`src/rtl/riffa_chnl_exerciser_if.sv`:
```
// Channel bundle between the RIFFA core side (master) and channel user logic (slave).
interface riffa_chnl_exerciser_if #(
    parameter int C_PCI_DATA_WIDTH = 32
);
    logic                        CHNL_RX_CLK;
    logic                        CHNL_RX;
    logic                        CHNL_RX_ACK;
    logic                        CHNL_RX_LAST;
    logic [31:0]                 CHNL_RX_LEN;
    logic [30:0]                 CHNL_RX_OFF;
    logic [C_PCI_DATA_WIDTH-1:0] CHNL_RX_DATA;
    logic                        CHNL_RX_DATA_VALID;
    logic                        CHNL_RX_DATA_REN;

    logic                        CHNL_TX_CLK;
    logic                        CHNL_TX;
    logic                        CHNL_TX_ACK;
    logic                        CHNL_TX_LAST;
    logic [31:0]                 CHNL_TX_LEN;
    logic [30:0]                 CHNL_TX_OFF;
    logic [C_PCI_DATA_WIDTH-1:0] CHNL_TX_DATA;
    logic                        CHNL_TX_DATA_VALID;
    logic                        CHNL_TX_DATA_REN;

    modport master (
        input  CHNL_RX_CLK, CHNL_RX_ACK, CHNL_RX_DATA_REN,
        output CHNL_RX, CHNL_RX_LAST, CHNL_RX_LEN, CHNL_RX_OFF, CHNL_RX_DATA, CHNL_RX_DATA_VALID,
        input  CHNL_TX_CLK, CHNL_TX, CHNL_TX_LAST, CHNL_TX_LEN, CHNL_TX_OFF, CHNL_TX_DATA,
               CHNL_TX_DATA_VALID,
        output CHNL_TX_ACK, CHNL_TX_DATA_REN
    );

    modport slave (
        output CHNL_RX_CLK, CHNL_RX_ACK, CHNL_RX_DATA_REN,
        input  CHNL_RX, CHNL_RX_LAST, CHNL_RX_LEN, CHNL_RX_OFF, CHNL_RX_DATA, CHNL_RX_DATA_VALID,
        output CHNL_TX_CLK, CHNL_TX, CHNL_TX_LAST, CHNL_TX_LEN, CHNL_TX_OFF, CHNL_TX_DATA,
               CHNL_TX_DATA_VALID,
        input  CHNL_TX_ACK, CHNL_TX_DATA_REN
    );
endinterface

```
`src/rtl/riffa_chnl_exerciser.sv`:
```
// On-chip stand-in for the RIFFA core side of one channel. Sends a counting
// pattern on RX and checks the words returned on TX.
// Optional watchdog: define RIFFA_EXER_TIMEOUT_EN to enable the idle timeout (ERR[2]).
//
// Send FSM     state  | meaning
//              S_IDLE | no test running
//              S_REQ  | CHNL_RX raised, waiting for CHNL_RX_ACK
//              S_DATA | streaming pattern beats
//              S_FIN  | all beats accepted, waiting for receive side
// Receive FSM  R_IDLE | waiting for CHNL_TX while busy
//              R_ACK  | CHNL_TX_ACK pulse, length compare
//              R_DATA | consuming and checking returned beats
//              R_FIN  | all words received, waiting for send side
module riffa_chnl_exerciser #(
    parameter int C_PCI_DATA_WIDTH = 32,
    parameter int C_TIMEOUT        = 65535
) (
    input  logic        CLK,
    input  logic        RST_N,
    input  logic        START,
    input  logic [31:0] LEN_IN,
    input  logic [31:0] SEED,
    output logic        BUSY,
    output logic        DONE,
    output logic [2:0]  ERR,
    output logic [15:0] ERR_COUNT,
    riffa_chnl_exerciser_if.master chnl
);
    localparam int          L  = C_PCI_DATA_WIDTH / 32;
    localparam logic [31:0] LW = 32'(L);

    typedef enum logic [1:0] {S_IDLE, S_REQ, S_DATA, S_FIN} snd_t;
    typedef enum logic [1:0] {R_IDLE, R_ACK, R_DATA, R_FIN} rcv_t;

    snd_t        r_snd;
    rcv_t        r_rcv;
    logic        r_busy, r_done;
    logic [2:0]  r_err;
    logic [15:0] r_err_cnt;
    logic [31:0] r_len, r_seed, r_sent, r_tx_len, r_rcvd;
    logic        r_rx, r_rx_valid, r_tx_ack, r_tx_ren;

    logic                        w_start, w_rx_hs, w_tx_hs, w_rx_last, w_tx_last;
    logic                        w_finish, w_timeout, w_abort, w_mismatch;
    logic [31:0]                 w_rx_rem, w_tx_rem;
    logic [C_PCI_DATA_WIDTH-1:0] w_rx_data;

    assign w_start   = START & ~r_busy;
    assign w_rx_hs   = r_rx_valid & chnl.CHNL_RX_DATA_REN;
    assign w_tx_hs   = r_tx_ren & chnl.CHNL_TX_DATA_VALID;
    // Remaining counts are differences, so a length near 2^32 never wraps the compare.
    assign w_rx_rem  = r_len - r_sent;
    assign w_tx_rem  = r_tx_len - r_rcvd;
    assign w_rx_last = (w_rx_rem <= LW);
    assign w_tx_last = (w_tx_rem <= LW);
    assign w_finish  = (r_snd == S_FIN) && (r_rcv == R_FIN);
    assign w_abort   = w_finish | w_timeout;

`ifdef RIFFA_EXER_TIMEOUT_EN
    logic [31:0] r_wdog;

    // Watchdog: reloads on any beat handshake or while idle, fires at zero.
    always_ff @(posedge CLK or negedge RST_N) begin
        if (!RST_N)
            r_wdog <= 32'(C_TIMEOUT);
        else if (!r_busy || w_rx_hs || w_tx_hs)
            r_wdog <= 32'(C_TIMEOUT);
        else if (r_wdog != 32'd0)
            r_wdog <= r_wdog - 32'd1;
    end

    assign w_timeout = r_busy && (r_wdog == 32'd0);
`else
    assign w_timeout = 1'b0;
`endif

    // Pattern lanes for the current RX beat and mismatch detection on the TX beat.
    always_comb begin
        w_rx_data  = '0;
        w_mismatch = 1'b0;
        for (int j = 0; j < L; j++) begin
            if (r_rx_valid && (32'(j) < w_rx_rem))
                w_rx_data[j*32 +: 32] = r_seed + r_sent + 32'(j);
            if ((32'(j) < w_tx_rem) &&
                (chnl.CHNL_TX_DATA[j*32 +: 32] != (r_seed + r_rcvd + 32'(j))))
                w_mismatch = 1'b1;
        end
    end

    // Test control: start latching, completion, sticky error flags.
    always_ff @(posedge CLK or negedge RST_N) begin
        if (!RST_N) begin
            r_busy    <= 1'b0;
            r_done    <= 1'b0;
            r_err     <= 3'b000;
            r_err_cnt <= 16'd0;
            r_len     <= 32'd0;
            r_seed    <= 32'd0;
        end else if (w_start) begin
            r_busy    <= 1'b1;
            r_done    <= 1'b0;
            r_err     <= 3'b000;
            r_err_cnt <= 16'd0;
            r_len     <= LEN_IN;
            r_seed    <= SEED;
        end else if (r_busy && w_abort) begin
            r_busy <= 1'b0;
            r_done <= 1'b1;
            if (w_timeout)
                r_err[2] <= 1'b1;
        end else if (r_busy) begin
            if ((r_rcv == R_ACK) && (r_tx_len != r_len))
                r_err[1] <= 1'b1;
            if (w_tx_hs && w_mismatch) begin
                r_err[0] <= 1'b1;
                if (r_err_cnt != 16'hFFFF)
                    r_err_cnt <= r_err_cnt + 16'd1;
            end
        end
    end

    // Send FSM: request, stream pattern beats, then hold in FIN.
    always_ff @(posedge CLK or negedge RST_N) begin
        if (!RST_N) begin
            r_snd      <= S_IDLE;
            r_rx       <= 1'b0;
            r_rx_valid <= 1'b0;
            r_sent     <= 32'd0;
        end else if (w_abort) begin
            r_snd      <= S_IDLE;
            r_rx       <= 1'b0;
            r_rx_valid <= 1'b0;
        end else begin
            case (r_snd)
                S_IDLE: if (w_start) begin
                    r_snd  <= S_REQ;
                    r_rx   <= 1'b1;
                    r_sent <= 32'd0;
                end
                S_REQ: if (chnl.CHNL_RX_ACK) begin
                    if (r_len == 32'd0) begin
                        r_rx  <= 1'b0;
                        r_snd <= S_FIN;
                    end else begin
                        r_rx_valid <= 1'b1;
                        r_snd      <= S_DATA;
                    end
                end
                S_DATA: if (w_rx_hs) begin
                    r_sent <= r_sent + LW;
                    if (w_rx_last) begin
                        r_rx       <= 1'b0;
                        r_rx_valid <= 1'b0;
                        r_snd      <= S_FIN;
                    end
                end
                default: ;
            endcase
        end
    end

    // Receive FSM: acknowledge TX, consume and check beats, then hold in FIN.
    always_ff @(posedge CLK or negedge RST_N) begin
        if (!RST_N) begin
            r_rcv    <= R_IDLE;
            r_tx_ack <= 1'b0;
            r_tx_ren <= 1'b0;
            r_tx_len <= 32'd0;
            r_rcvd   <= 32'd0;
        end else if (w_abort) begin
            r_rcv    <= R_IDLE;
            r_tx_ack <= 1'b0;
            r_tx_ren <= 1'b0;
        end else begin
            case (r_rcv)
                R_IDLE: if (r_busy && chnl.CHNL_TX) begin
                    r_tx_len <= chnl.CHNL_TX_LEN;
                    r_rcvd   <= 32'd0;
                    r_tx_ack <= 1'b1;
                    r_rcv    <= R_ACK;
                end
                R_ACK: begin
                    r_tx_ack <= 1'b0;
                    if (r_tx_len == 32'd0) begin
                        r_rcv <= R_FIN;
                    end else begin
                        r_tx_ren <= 1'b1;
                        r_rcv    <= R_DATA;
                    end
                end
                R_DATA: if (w_tx_hs) begin
                    r_rcvd <= r_rcvd + LW;
                    if (w_tx_last) begin
                        r_tx_ren <= 1'b0;
                        r_rcv    <= R_FIN;
                    end
                end
                default: ;
            endcase
        end
    end

    assign BUSY      = r_busy;
    assign DONE      = r_done;
    assign ERR       = r_err;
    assign ERR_COUNT = r_err_cnt;

    assign chnl.CHNL_RX            = r_rx;
    assign chnl.CHNL_RX_LAST       = 1'b1;
    assign chnl.CHNL_RX_LEN        = r_len;
    assign chnl.CHNL_RX_OFF        = 31'd0;
    assign chnl.CHNL_RX_DATA       = w_rx_data;
    assign chnl.CHNL_RX_DATA_VALID = r_rx_valid;
    assign chnl.CHNL_TX_ACK        = r_tx_ack;
    assign chnl.CHNL_TX_DATA_REN   = r_tx_ren;

    // Single-clock design: channel clocks, TX_LAST and TX_OFF carry no information here.
    wire w_unused_ok = &{1'b0, chnl.CHNL_RX_CLK, chnl.CHNL_TX_CLK, chnl.CHNL_TX_LAST,
                         chnl.CHNL_TX_OFF};
endmodule

```
`src/flat_wrapper.sv`:
```
// flat-port wrapper written by rule: the top's interface ports become plain ports
module riffa_chnl_exerciser_flat 
#(
    parameter int C_PCI_DATA_WIDTH = 32,
    parameter int C_TIMEOUT        = 65535
)
  (CLK, RST_N, START, LEN_IN, SEED, BUSY, DONE, ERR, ERR_COUNT, chnl_CHNL_RX_CLK, chnl_CHNL_RX_ACK, chnl_CHNL_RX_DATA_REN, chnl_CHNL_RX, chnl_CHNL_RX_LAST, chnl_CHNL_RX_LEN, chnl_CHNL_RX_OFF, chnl_CHNL_RX_DATA, chnl_CHNL_RX_DATA_VALID, chnl_CHNL_TX_CLK, chnl_CHNL_TX, chnl_CHNL_TX_LAST, chnl_CHNL_TX_LEN, chnl_CHNL_TX_OFF, chnl_CHNL_TX_DATA, chnl_CHNL_TX_DATA_VALID, chnl_CHNL_TX_ACK, chnl_CHNL_TX_DATA_REN);
  riffa_chnl_exerciser_if #(.C_PCI_DATA_WIDTH(C_PCI_DATA_WIDTH)) chnl_i ();
  input  logic CLK;
  input  logic RST_N;
  input  logic START;
  input  logic [31:0] LEN_IN;
  input  logic [31:0] SEED;
  output logic BUSY;
  output logic DONE;
  output logic [2:0] ERR;
  output logic [15:0] ERR_COUNT;
  input wire logic [$bits(chnl_i.CHNL_RX_CLK)-1:0] chnl_CHNL_RX_CLK;
  input wire logic [$bits(chnl_i.CHNL_RX_ACK)-1:0] chnl_CHNL_RX_ACK;
  input wire logic [$bits(chnl_i.CHNL_RX_DATA_REN)-1:0] chnl_CHNL_RX_DATA_REN;
  output wire logic [$bits(chnl_i.CHNL_RX)-1:0] chnl_CHNL_RX;
  output wire logic [$bits(chnl_i.CHNL_RX_LAST)-1:0] chnl_CHNL_RX_LAST;
  output wire logic [$bits(chnl_i.CHNL_RX_LEN)-1:0] chnl_CHNL_RX_LEN;
  output wire logic [$bits(chnl_i.CHNL_RX_OFF)-1:0] chnl_CHNL_RX_OFF;
  output wire logic [$bits(chnl_i.CHNL_RX_DATA)-1:0] chnl_CHNL_RX_DATA;
  output wire logic [$bits(chnl_i.CHNL_RX_DATA_VALID)-1:0] chnl_CHNL_RX_DATA_VALID;
  input wire logic [$bits(chnl_i.CHNL_TX_CLK)-1:0] chnl_CHNL_TX_CLK;
  input wire logic [$bits(chnl_i.CHNL_TX)-1:0] chnl_CHNL_TX;
  input wire logic [$bits(chnl_i.CHNL_TX_LAST)-1:0] chnl_CHNL_TX_LAST;
  input wire logic [$bits(chnl_i.CHNL_TX_LEN)-1:0] chnl_CHNL_TX_LEN;
  input wire logic [$bits(chnl_i.CHNL_TX_OFF)-1:0] chnl_CHNL_TX_OFF;
  input wire logic [$bits(chnl_i.CHNL_TX_DATA)-1:0] chnl_CHNL_TX_DATA;
  input wire logic [$bits(chnl_i.CHNL_TX_DATA_VALID)-1:0] chnl_CHNL_TX_DATA_VALID;
  output wire logic [$bits(chnl_i.CHNL_TX_ACK)-1:0] chnl_CHNL_TX_ACK;
  output wire logic [$bits(chnl_i.CHNL_TX_DATA_REN)-1:0] chnl_CHNL_TX_DATA_REN;
  assign chnl_i.CHNL_RX_CLK = chnl_CHNL_RX_CLK;
  assign chnl_i.CHNL_RX_ACK = chnl_CHNL_RX_ACK;
  assign chnl_i.CHNL_RX_DATA_REN = chnl_CHNL_RX_DATA_REN;
  assign chnl_CHNL_RX = chnl_i.CHNL_RX;
  assign chnl_CHNL_RX_LAST = chnl_i.CHNL_RX_LAST;
  assign chnl_CHNL_RX_LEN = chnl_i.CHNL_RX_LEN;
  assign chnl_CHNL_RX_OFF = chnl_i.CHNL_RX_OFF;
  assign chnl_CHNL_RX_DATA = chnl_i.CHNL_RX_DATA;
  assign chnl_CHNL_RX_DATA_VALID = chnl_i.CHNL_RX_DATA_VALID;
  assign chnl_i.CHNL_TX_CLK = chnl_CHNL_TX_CLK;
  assign chnl_i.CHNL_TX = chnl_CHNL_TX;
  assign chnl_i.CHNL_TX_LAST = chnl_CHNL_TX_LAST;
  assign chnl_i.CHNL_TX_LEN = chnl_CHNL_TX_LEN;
  assign chnl_i.CHNL_TX_OFF = chnl_CHNL_TX_OFF;
  assign chnl_i.CHNL_TX_DATA = chnl_CHNL_TX_DATA;
  assign chnl_i.CHNL_TX_DATA_VALID = chnl_CHNL_TX_DATA_VALID;
  assign chnl_CHNL_TX_ACK = chnl_i.CHNL_TX_ACK;
  assign chnl_CHNL_TX_DATA_REN = chnl_i.CHNL_TX_DATA_REN;
  riffa_chnl_exerciser #(.C_PCI_DATA_WIDTH(C_PCI_DATA_WIDTH), .C_TIMEOUT(C_TIMEOUT)) u_core (.CLK(CLK), .RST_N(RST_N), .START(START), .LEN_IN(LEN_IN), .SEED(SEED), .BUSY(BUSY), .DONE(DONE), .ERR(ERR), .ERR_COUNT(ERR_COUNT), .chnl(chnl_i));
endmodule
```
`config.mk`:
```
export PLATFORM = sky130hd
export DESIGN_NAME = riffa_chnl_exerciser_flat
export DESIGN_NICKNAME = d
export VERILOG_FILES = /design/src/rtl/riffa_chnl_exerciser_if.sv /design/src/rtl/riffa_chnl_exerciser.sv /design/src/flat_wrapper.sv
export SDC_FILE = /design/constraint.sdc
export NUM_CORES = 1
export LEC_CHECK = 0
export CORE_MARGIN = 3
export CORE_UTILIZATION = 50
export DETAILED_ROUTE_END_ITERATION = 12
export GPL_ROUTABILITY_DRIVEN = 0
export PLACE_DENSITY = 0.76
export SLEW_MARGIN = 15
export SYNTH_ARGS = -nofsm -noshare
export SYNTH_HDL_FRONTEND = slang
export SYNTH_SLANG_ARGS = --single-unit
```
`constraint.sdc`:
```
create_clock -name CLK -period 11 [get_ports CLK]
set_input_delay 1.65 -clock CLK [delete_from_list [all_inputs] [get_ports CLK]]
set_output_delay 1.65 -clock CLK [all_outputs]
set_load 0.02 [all_outputs]
```
======== Yosys cells after proc, flatten, opt, wreduce, memory -nomap -nowiden ========
Index checks and enable logic that the tools add are counted.
storage, ports and cells
  register bits ........................... 188
  output and inout port bits .............. 121
  word-level logic and storage cells ...... 145
cells by class
  add/sub/neg operators ................... 7
  magnitude comparators ................... 4
  equality and inequality tests ........... 24
  mux-type cells .......................... 54
  bitwise operators ....................... 5
  reductions and logical operators ........ 35
operators with widths
  operator                                                          count
  2-to-1 mux 32 bit                                                 5
  case mux 32 bit (2 select lines)                                  2
  2-to-1 mux 16 bit                                                 5
  adder 32 x 1 -> 32 bit (second input constant)                    2
  adder 32 bit                                                      2
  less-or-equal comparator 32 x 1 -> 1 bit (second input constant)  2
  zero test 32 bit                                                  2
  < comparator 1 x 32 -> 1 bit (first input constant)               2
  != test 32 bit                                                    2
  subtractor 32 bit                                                 2
  2-to-1 mux 1 bit                                                  24
  2-to-1 mux 2 bit                                                  12
  != test 3 x 1 -> 1 bit (second input constant)                    7
  AND reduction 4 bit                                               5
  adder 16 x 1 -> 16 bit (second input constant)                    1
  != test 16 bit (second input constant)                            1
  nonzero test 2 bit                                                7
  case mux 2 bit (3 select lines)                                   2
  != test 2 x 1 -> 1 bit (second input constant)                    5
  AND reduction 5 bit                                               2
  != test 3 x 2 -> 1 bit (second input constant)                    3
  AND reduction 3 bit                                               3
  nonzero test 3 bit                                                3
  equality test 2 bit (second input constant)                       4
  10 further kinds                                                  24

======== Logic depth before layout (Yosys ltp) ========
  word-level depth ........................ 9
  depth in mapped cells ................... 16
  depth with buffers taken out ............ 15

======== Least setup slack after synthesis ========
Ideal clock, no wire load.
  path type ............................... flip-flop to output port
  start point ............................. reg u_core.r_len[0], in the netlist u_core.chnl.CHNL_RX_LEN[0]
  end point ............................... out chnl_CHNL_RX_DATA[17]
  data arrival time ....................... 4.083 ns
  data required time ...................... 9.350 ns
  slack ................................... 5.267 ns
  cell stages (with the launch flop) ...... 16
  path buffers ............................ 1
  cells stage by stage .................... dfrtp_1 > inv_1 > ha_1 > inv_1 > fa_1 > a2111oi_2 > o2111ai_1 > or4_1 > or4_1 > nor4_2 > nand4_1 > or4_4 > nor3_4 > a31o_2 > buf_2 > nor3b_1
between the ends
  word-level cells in the longest chain between the ends .. 4
ends and longest elaborated chain
  what                          line                         text
  from (decl)                   riffa_chnl_exerciser.sv:40   logic [31:0] r_len, r_seed, r_sent, r_tx_len, r_rcvd;
  from (signal assigned)        riffa_chnl_exerciser.sv:97   r_len <= 32'd0;
  from (signal assigned)        riffa_chnl_exerciser.sv:104  r_len <= LEN_IN;
  subtractor 32 bit             riffa_chnl_exerciser.sv:52   assign w_rx_rem = r_len - r_sent;
  < comparator 1 x 32 -> 1 bit  riffa_chnl_exerciser.sv:82   if (r_rx_valid && (32'(j) < w_rx_rem))
  logical AND 1 bit             riffa_chnl_exerciser.sv:82
  2-to-1 mux 32 bit             riffa_chnl_exerciser.sv:82
  to (decl)                     flat_wrapper.sv:25           output wire logic [$bits(chnl_i.CHNL_RX_DATA)-1:0] chnl_CHNL_RX_DATA;
Every way passes these cells.

======== Final worst setup path ========
  start point ............................. reg u_core.r_sent[0]
  end point ............................... out chnl_CHNL_RX_DATA[4]
between the ends
  word-level cells in the longest chain between the ends .. 4
ends and longest elaborated chain
  what                          line                         text
  from (decl)                   riffa_chnl_exerciser.sv:40
  from (signal assigned)        riffa_chnl_exerciser.sv:150  r_sent <= r_sent + LW;
  subtractor 32 bit             riffa_chnl_exerciser.sv:52
  < comparator 1 x 32 -> 1 bit  riffa_chnl_exerciser.sv:82
  logical AND 1 bit             riffa_chnl_exerciser.sv:82
  2-to-1 mux 32 bit *           riffa_chnl_exerciser.sv:82
Every way passes the cells marked *; elsewhere a longest branch is shown, timed or not.

==> impl_metrics.toml <==
[status]
status = "complete, no violations"

[setup_path]
timing.critical_path.arrival_ps = 5900
timing.setup.critical_path_class = "flip-flop to primary output"
worst_setup_path_start_kind = "flip-flop"
critical_path.slowest_cell = "a31o_2"
worst_r2r_path_depth = 13
worst-r2r-setup-slack_ps = 5760
rr_endpoint = "u_core.ERR_COUNT[4]"
cp_common_cell = "or4_1"
critical_path.endpoint_type = "primary output"
critical_path_max_stage_delay_ps = 680
worst-endpoint-required_ps = 9350
path_delay_family = "simple AND/OR/NAND/NOR gates"
critical_path_depth = 15
cp_max_fo = 32
r2r-start = "u_core.r_rcvd[20]"
critical_path.cell_chain = "ha_1 -> inv_1 -> fa_1 -> xor2_1 -> nor4_1 -> o2111ai_1 -> or4_1 -> or4_1 -> nor4_2 -> nand4_1 -> or4_4 -> nor3_4 -> a31o_2 -> nor3b_1 -> clkdlybuf4s50_1"
worst-path-buf-inv = 2

[finish]
area.growth.synth_to_final_pct = 17.67
fraction_of_layout_instances_using_a_drive_strength_above_1_pct = 4.609
num-nets-final = 2662
finish.utilization_pct = 59.99
fin_cells = 2814
multi_input_logic_area_um2 = 11640
sequential_cell_area_um2 = 4705
filler_cell_count = 3047

[drt]
wire_per_inst_um = 19.96
vias_per_cell = 6.123
wl_mm = 56.17
drt_first_pass_iters = 8
drt_iter0_markers = 1628
final_ant_viol_nets = 0
detailroute.via_count = 17230
drcViolationCount = 0

[timing]
min_period_ps = 7554
setup_viol = 0
setup_tns_ps = 0
tightest_slew_ps = 1067
clock_skew_ps = 16.28
grt_setup_unrepaired = "false"
post-route-period-util_pct = 68.67
max_slew_margin_pct = 28.47
highest_clock_rate_ghz = 0.1324
final-hold-violation-count = 0
final_max_slew_viol_count = 0

[global_route]
grt_first_pass_wirelength_mm = 86.83
grt_antenna_before_repair = 2
largest_net_degree_at_the_start_of_global_routing = 116
via_count_of_the_first_global_routing_pass = 16050
grt_busiest_layer = "met2"
use_met2_pct = 45.09
gr-usage-met1_pct = 40.37
grt_overflow_total = 0
use_met3_pct = 7.721
grt_util_all_layers_pct = 30.07

[floorplan]
floorplan.core_area_um2 = 33700
rows = 67
top_level_ports = 290
chipWidth_um = 191.4
die_ar_um2 = 36620
die_h_um = 191.4
floorplan.initialDensity_pct = 50.98

[cts]
ctsRootBufferMaster = "clkbuf_16"
cts_sinks = 188
ctsHtreeMaxLevel = 4
cts-hold-fix-buffers = 0
numCtsBuffers = 17
cts_tree = "yes"
cts_buffer_depth = 2
clk_pin_slew_worst_paths_ps = 80
cts_setup_buffers = 0
clock_latency_ps = 460
post_cts_resize_count = 0

[logic_synthesis]
async_reset_ff_share_pct = 100.0
cell_variety_after_synth = 79
ys.flop_type = "dfrtp_1"
post_synth.cell_area_avg_um2 = 7.881
netlist_top_cells_area = "dfrtp_1 (27%), ha_1 (10%), nand2_1 (7.4%)"
synth_top_cell_by_area = "dfrtp_1"
synth_warnings = 0
yosys.area.top_type_share_pct = 27.38
mappedNetlistArea_um2 = 17180
synth-edff-count = 0
number_of_register_bits_inferred_by_synthesis = 188
syn-instance-count = 2180
synth_seq_area_share_pct = 27.38

[power]
powerDensity_nw_per_um2 = 165.2
vdd_ir_drop_max_v = 0.0002187
static_leak_nw = 9.477
clock_power_share_pct = 19.6
netSwitchingFraction_pct = 43.55
power.sequential.fraction_pct = 28.5
total_switching_power_mw = 1.454
pwr-share-comb_pct = 51.9
p_int_mw = 1.885

[place]
placed_cells_incl_taps = 2781
port_buffers = 222
detailed_place_hpwl_mm = 44.53

[hold_path]
holdCritPathClass = "flip-flop to flip-flop"
hp-start = "u_core.ERR_COUNT[14]"
holdPathEnd = "u_core.ERR_COUNT[14]"
min_delay_path_depth = 1

[run]
max_cap_viol_count = 0
==> cells in the mapped netlist, types with 13 or more instances <==
| cell | number |
|---|---|
| xor2_1 | 45 |
| and3_1 | 30 |
| ha_1 | 137 |
| nand2_1 | 338 |
| a211oi_1 | 25 |
| dfrtp_1 | 188 |
| mux2_2 | 37 |
| nand2b_1 | 26 |
| o21bai_1 | 14 |
| nand4_1 | 61 |
| o21a_1 | 24 |
| nor4_1 | 38 |
| or3_1 | 18 |
| a21oi_1 | 143 |
| nand3_1 | 67 |
| o211ai_1 | 16 |
| a31oi_1 | 21 |
| a21o_1 | 45 |
| mux2i_1 | 27 |
| nor2_1 | 190 |
| xnor2_1 | 131 |
| inv_1 | 111 |
| o21ai_0 | 97 |
| nor3_1 | 48 |
| o31ai_1 | 13 |
| clkbuf_1 | 56 |
| and2_1 | 13 |
| buf_4 | 36 |
==> per-layer routing <==
| metal | vias up | share of wire, % |
|---|---|---|
| met5 | - | 0.061 |
| met4 | 4 | 5.6 |
| met3 | 185 | 11 |
| met2 | 918 | 42 |
| met1 | 8037 | 42 |
| li1 | 8086 | - |
==> state kept, by name, summed over array words and instances (netlist names) <==
| register | cells |
|---|---|
| u_core.r_rcvd | 32 |
| u_core.BUSY | 1 |
| u_core.chnl.CHNL_RX_DATA_VALID | 1 |
| u_core.chnl.CHNL_TX_ACK | 1 |
| u_core.r_sent | 32 |
| u_core.r_snd | 2 |
| u_core.ERR | 2 |
| u_core.DONE | 1 |
| u_core.ERR_COUNT | 16 |
| u_core.chnl.CHNL_TX_DATA_REN | 1 |
| u_core.r_seed | 32 |
| u_core.r_rcv | 2 |
| u_core.r_tx_len | 32 |
| u_core.chnl.CHNL_RX_LEN | 32 |
| u_core.chnl.CHNL_RX | 1 |
==> cells by family after synthesis <==
family / count (synthesis) / synth area share, %
simple gates: 892 / 24.53
compound gates: 497 / 18.86
buf+inv: 219 / 5.644
flops: 188 / 27.38
xor+xnor: 177 / 9.103
fa+ha+maj: 141 / 10.44
mux: 64 / 3.998
other cells: 2 / 0.04371
==> final cells by class <==
| cell class | instances | area share (%) |
|---|---|---|
| diodes | 1 | 0.01238 |
| clock buffers | 19 | 2.240 |
| clock inverters | 13 | 0.7427 |
| inverters | 111 | 2.061 |
| multi-input cells | 1804 | 57.59 |
| flip-flops and latches | 188 | 23.27 |
| well taps | 448 | 2.773 |
| repair buffers | 230 | 11.31 |
==> placed cells by master (no fill, tap or decap), drive strengths merged, types with 21 or more instances in the layout <==
cell type      Yosys  layout
nand3             67      67
nor2             190     190
o21ai             98      98
a21o              45      45
nor4              39      39
nand2            339     339
dfrtp            188     188
mux2i             27      27
a31oi             21      21
nand4             62      62
nor3              50      50
o21a              24      24
conb               2      33
nand2b            26      26
clkdlybuf4s50      0     221
mux2              37      37
xor2              45      45
xnor2            131     131
inv              111     118
ha               137     137
and3              30      30
a211oi            25      25
a21oi            144     144
==> power by group through the flow <==
| stage | sequential (mW) | clock, mW | combinational [mW] |
|---|---|---|---|
| after floorplan | 0.913 | 0 | 1.11 |
| after global placement | 0.956 | 0 | 1.67 |
| after detailed placement | 0.957 | 0 | 1.70 |
| after CTS | 0.947 | 0.662 | 1.71 |
| after global routing | 0.955 | 0.689 | 1.89 |
| final | 0.952 | 0.655 | 1.73 |
==> through the flow <==
stage,hold WS [ps],total power [mW],cell area [um2],setup slack (ps)
floorplan,475.9,2.023,17300,5267
global placement,490.3,2.622,19610,4068
detailed placement,491.5,2.656,19610,4040
CTS,510.4,3.318,20210,3510
global route,537.7,3.531,20210,3283
finish,511.4,3.340,20220,3446
==> how the worst max path moves through the flow <==
stage,start,end,slack [ps]
2_1_floorplan,u_core.chnl.CHNL_RX_LEN[0],chnl_CHNL_RX_DATA[17],5270
3_3_place_gp,u_core.r_sent[21],chnl_CHNL_RX_DATA[4],4070
6_report,u_core.r_sent[0],chnl_CHNL_RX_DATA[4],3450
3_5_place_dp,u_core.r_sent[0],chnl_CHNL_RX_DATA[4],4040
5_1_grt,u_core.r_sent[0],chnl_CHNL_RX_DATA[29],3280
4_1_cts,u_core.r_sent[0],chnl_CHNL_RX_DATA[4],3510
Note: power is estimated with default switching activity, not from simulation.
==> RTL edit: new RTL, same settings <==
The option `RIFFA_EXER_TIMEOUT_EN` is turned on by a define.
--- a/src/rtl/riffa_chnl_exerciser.sv
+++ b/src/rtl/riffa_chnl_exerciser.sv
@@ -11,6 +11,8 @@
 //              R_ACK  | CHNL_TX_ACK pulse, length compare
 //              R_DATA | consuming and checking returned beats
 //              R_FIN  | all words received, waiting for send side
+`define RIFFA_EXER_TIMEOUT_EN
+
 module riffa_chnl_exerciser #(
     parameter int C_PCI_DATA_WIDTH = 32,
     parameter int C_TIMEOUT        = 65535
Check against the original RTL: no difference found for any inputs over 4 cycles, from zero or initial values and one cycle with RST_N low; that may be too few to reach the edited logic, so the function may still have changed.
==> RTL edit against the unedited design <==
  * Setup slack gained 0.015 ns
  * Cell count rose by 9.7%
  * Final area increased by 11%
  * Die area is 11% higher
  * Sequential cell count is 33 higher
  * First-iteration DRC count is 16% higher
  * Wire length rose by 16%
  * Area after synthesis rose by 12%
  * Count of clock-buffer cells in the layout increased by 15
Power is not compared: it rests on default switching activity, and its combinational part moved more than twofold at a synthesized area within 25%.
==> RTL edit: results (changes against the unedited design) <==
<table>
<tr><th>Metric</th><th>Value</th></tr>
<tr><th colspan="2">Outcome</th></tr>
<tr><td>Result of the run</td><td>completed</td></tr>
<tr><th colspan="2">Pwr</th></tr>
<tr><td>Power Total</td><td>about 2.1 mW</td></tr>
<tr><th colspan="2">Hold path</th></tr>
<tr><td>Worst hold path cell count</td><td>2 (+1)</td></tr>
<tr><td>Startpoint of the lowest-slack hold path</td><td>u_core.r_wdog[11]</td></tr>
<tr><td>Hold endpoint</td><td>u_core.r_wdog[11]</td></tr>
<tr><th colspan="2">Setup path</th></tr>
<tr><td>Launch point of the worst reg-to-reg path</td><td>u_core.r_seed[0]</td></tr>
<tr><td>Worst-case register-to-register setup slack</td><td>5.96 ns (+0.20 ns)</td></tr>
<tr><td>Critical Path Sink</td><td>chnl_CHNL_RX_DATA[3]</td></tr>
<tr><td>Arrival @ worst endpoint</td><td>5.89 ns (about the same)</td></tr>
<tr><td>Capture point of the worst reg-to-reg path</td><td>u_core.ERR_COUNT[12]</td></tr>
<tr><th colspan="2">Clock network</th></tr>
<tr><td>Clock insertion delay at the later pin of the skew report</td><td>0.56 ns (+0.10 ns)</td></tr>
<tr><td>H-tree levels</td><td>1 (-3)</td></tr>
<tr><td>Total CTS buffers</td><td>25 (+8)</td></tr>
<tr><td>CTS clk-pin slew, worst paths</td><td>0.06 ns (-0.02 ns)</td></tr>
<tr><th colspan="2">Global routing</th></tr>
<tr><td>Vias in the first global route</td><td>18210 (+13%)</td></tr>
<tr><td>Global-route wire length before repair</td><td>100900 µm (+16%)</td></tr>
<tr><td>Overall fraction of global-route tracks in use</td><td>30.80% (+0.74 points)</td></tr>
<tr><th colspan="2">STA</th></tr>
<tr><td>Hold WS</td><td>0.5011 ns (-0.01037 ns)</td></tr>
<tr><td>Headroom to the max-slew limit</td><td>30.20% (+1.7 points)</td></tr>
<tr><td>Portion of the clock cycle consumed by the worst path in the final layout</td><td>68.54% (-0.13 points)</td></tr>
<tr><th colspan="2">Drt</th></tr>
<tr><td>DRT Wirelength</td><td>65150 µm (+16%)</td></tr>
<tr><td>Iteration count of the initial detailed-routing pass</td><td>6 (-2)</td></tr>
<tr><td>Number of violations reported at the end of detailed-routing iteration 0</td><td>1893 (+16%)</td></tr>
<tr><td>Drt wl/cell</td><td>21.10 µm (+5.7%)</td></tr>
<tr><th colspan="2">Placed design</th></tr>
<tr><td>DP Wirelength</td><td>50800 µm (+14%)</td></tr>
<tr><th colspan="2">Logic synthesis</th></tr>
<tr><td>Netlist cell types</td><td>93 (+18%)</td></tr>
<tr><th colspan="2">Layout</th></tr>
<tr><td>Net count reported at finish</td><td>2868 (+7.7%)</td></tr>
</table>
[RTL edit: cell count changes in the layout (fill, tap and decap cells not counted), sizes merged, moves of 16 or more]
cell   delta
xor2     +32
nor2     +31
a21oi    -18
nand2    +17
dfstp    +16
dfrtp    +17
nand4    -20
[RTL edit: routing by layer]
layer  global-route usage, %  part of all wire (%)
met5                       0                 0.020
met4                   15.80                   6.4
met3                   6.845                    10
met2                   47.00                    42
met1                   41.19                    41
[RTL edit: logic make-up (layout without fill, tap and decap cells)]
| family | after synthesis | in the layout | share of synthesized area (%) |
|---|---|---|---|
| compound gates | 523 | 523 | 18.67 |
| xor+xnor | 198 | 198 | 9.036 |
| fa+ha+maj | 140 | 140 | 9.284 |
| buf+inv | 236 | 390 | 5.372 |
| flops | 221 | 221 | 28.92 |
| mux | 56 | 56 | 3.123 |
| other cells | 2 | 32 | 0.03913 |
| simple gates | 1017 | 1017 | 25.56 |
[RTL edit: worst max-delay path, delay by kind of cell (launching register included)]
family                   cells  cell delay (ns)
AND/OR/NAND/NOR              7             1.74
AO/OA/AOI/OAI                3             1.61
buffers and inverters        2             0.65
adder cells (fa/ha/maj)      2             0.64
flip-flops                   1             0.53
XOR/XNOR                     1             0.14
[RTL edit: final cells by class]
| cell class | count | area (µm²) |
|---|---|---|
| clock inverters | 11 | 80.08 |
| clock buffers | 34 | 719.4 |
| inverters | 116 | 435.4 |
| repair buffers | 229 | 2282 |
| well taps | 511 | 639.4 |
| multi-input cells | 1966 | 12750 |
| flip-flops and latches | 221 | 5550 |
| fillers | 3316 | 15300 |
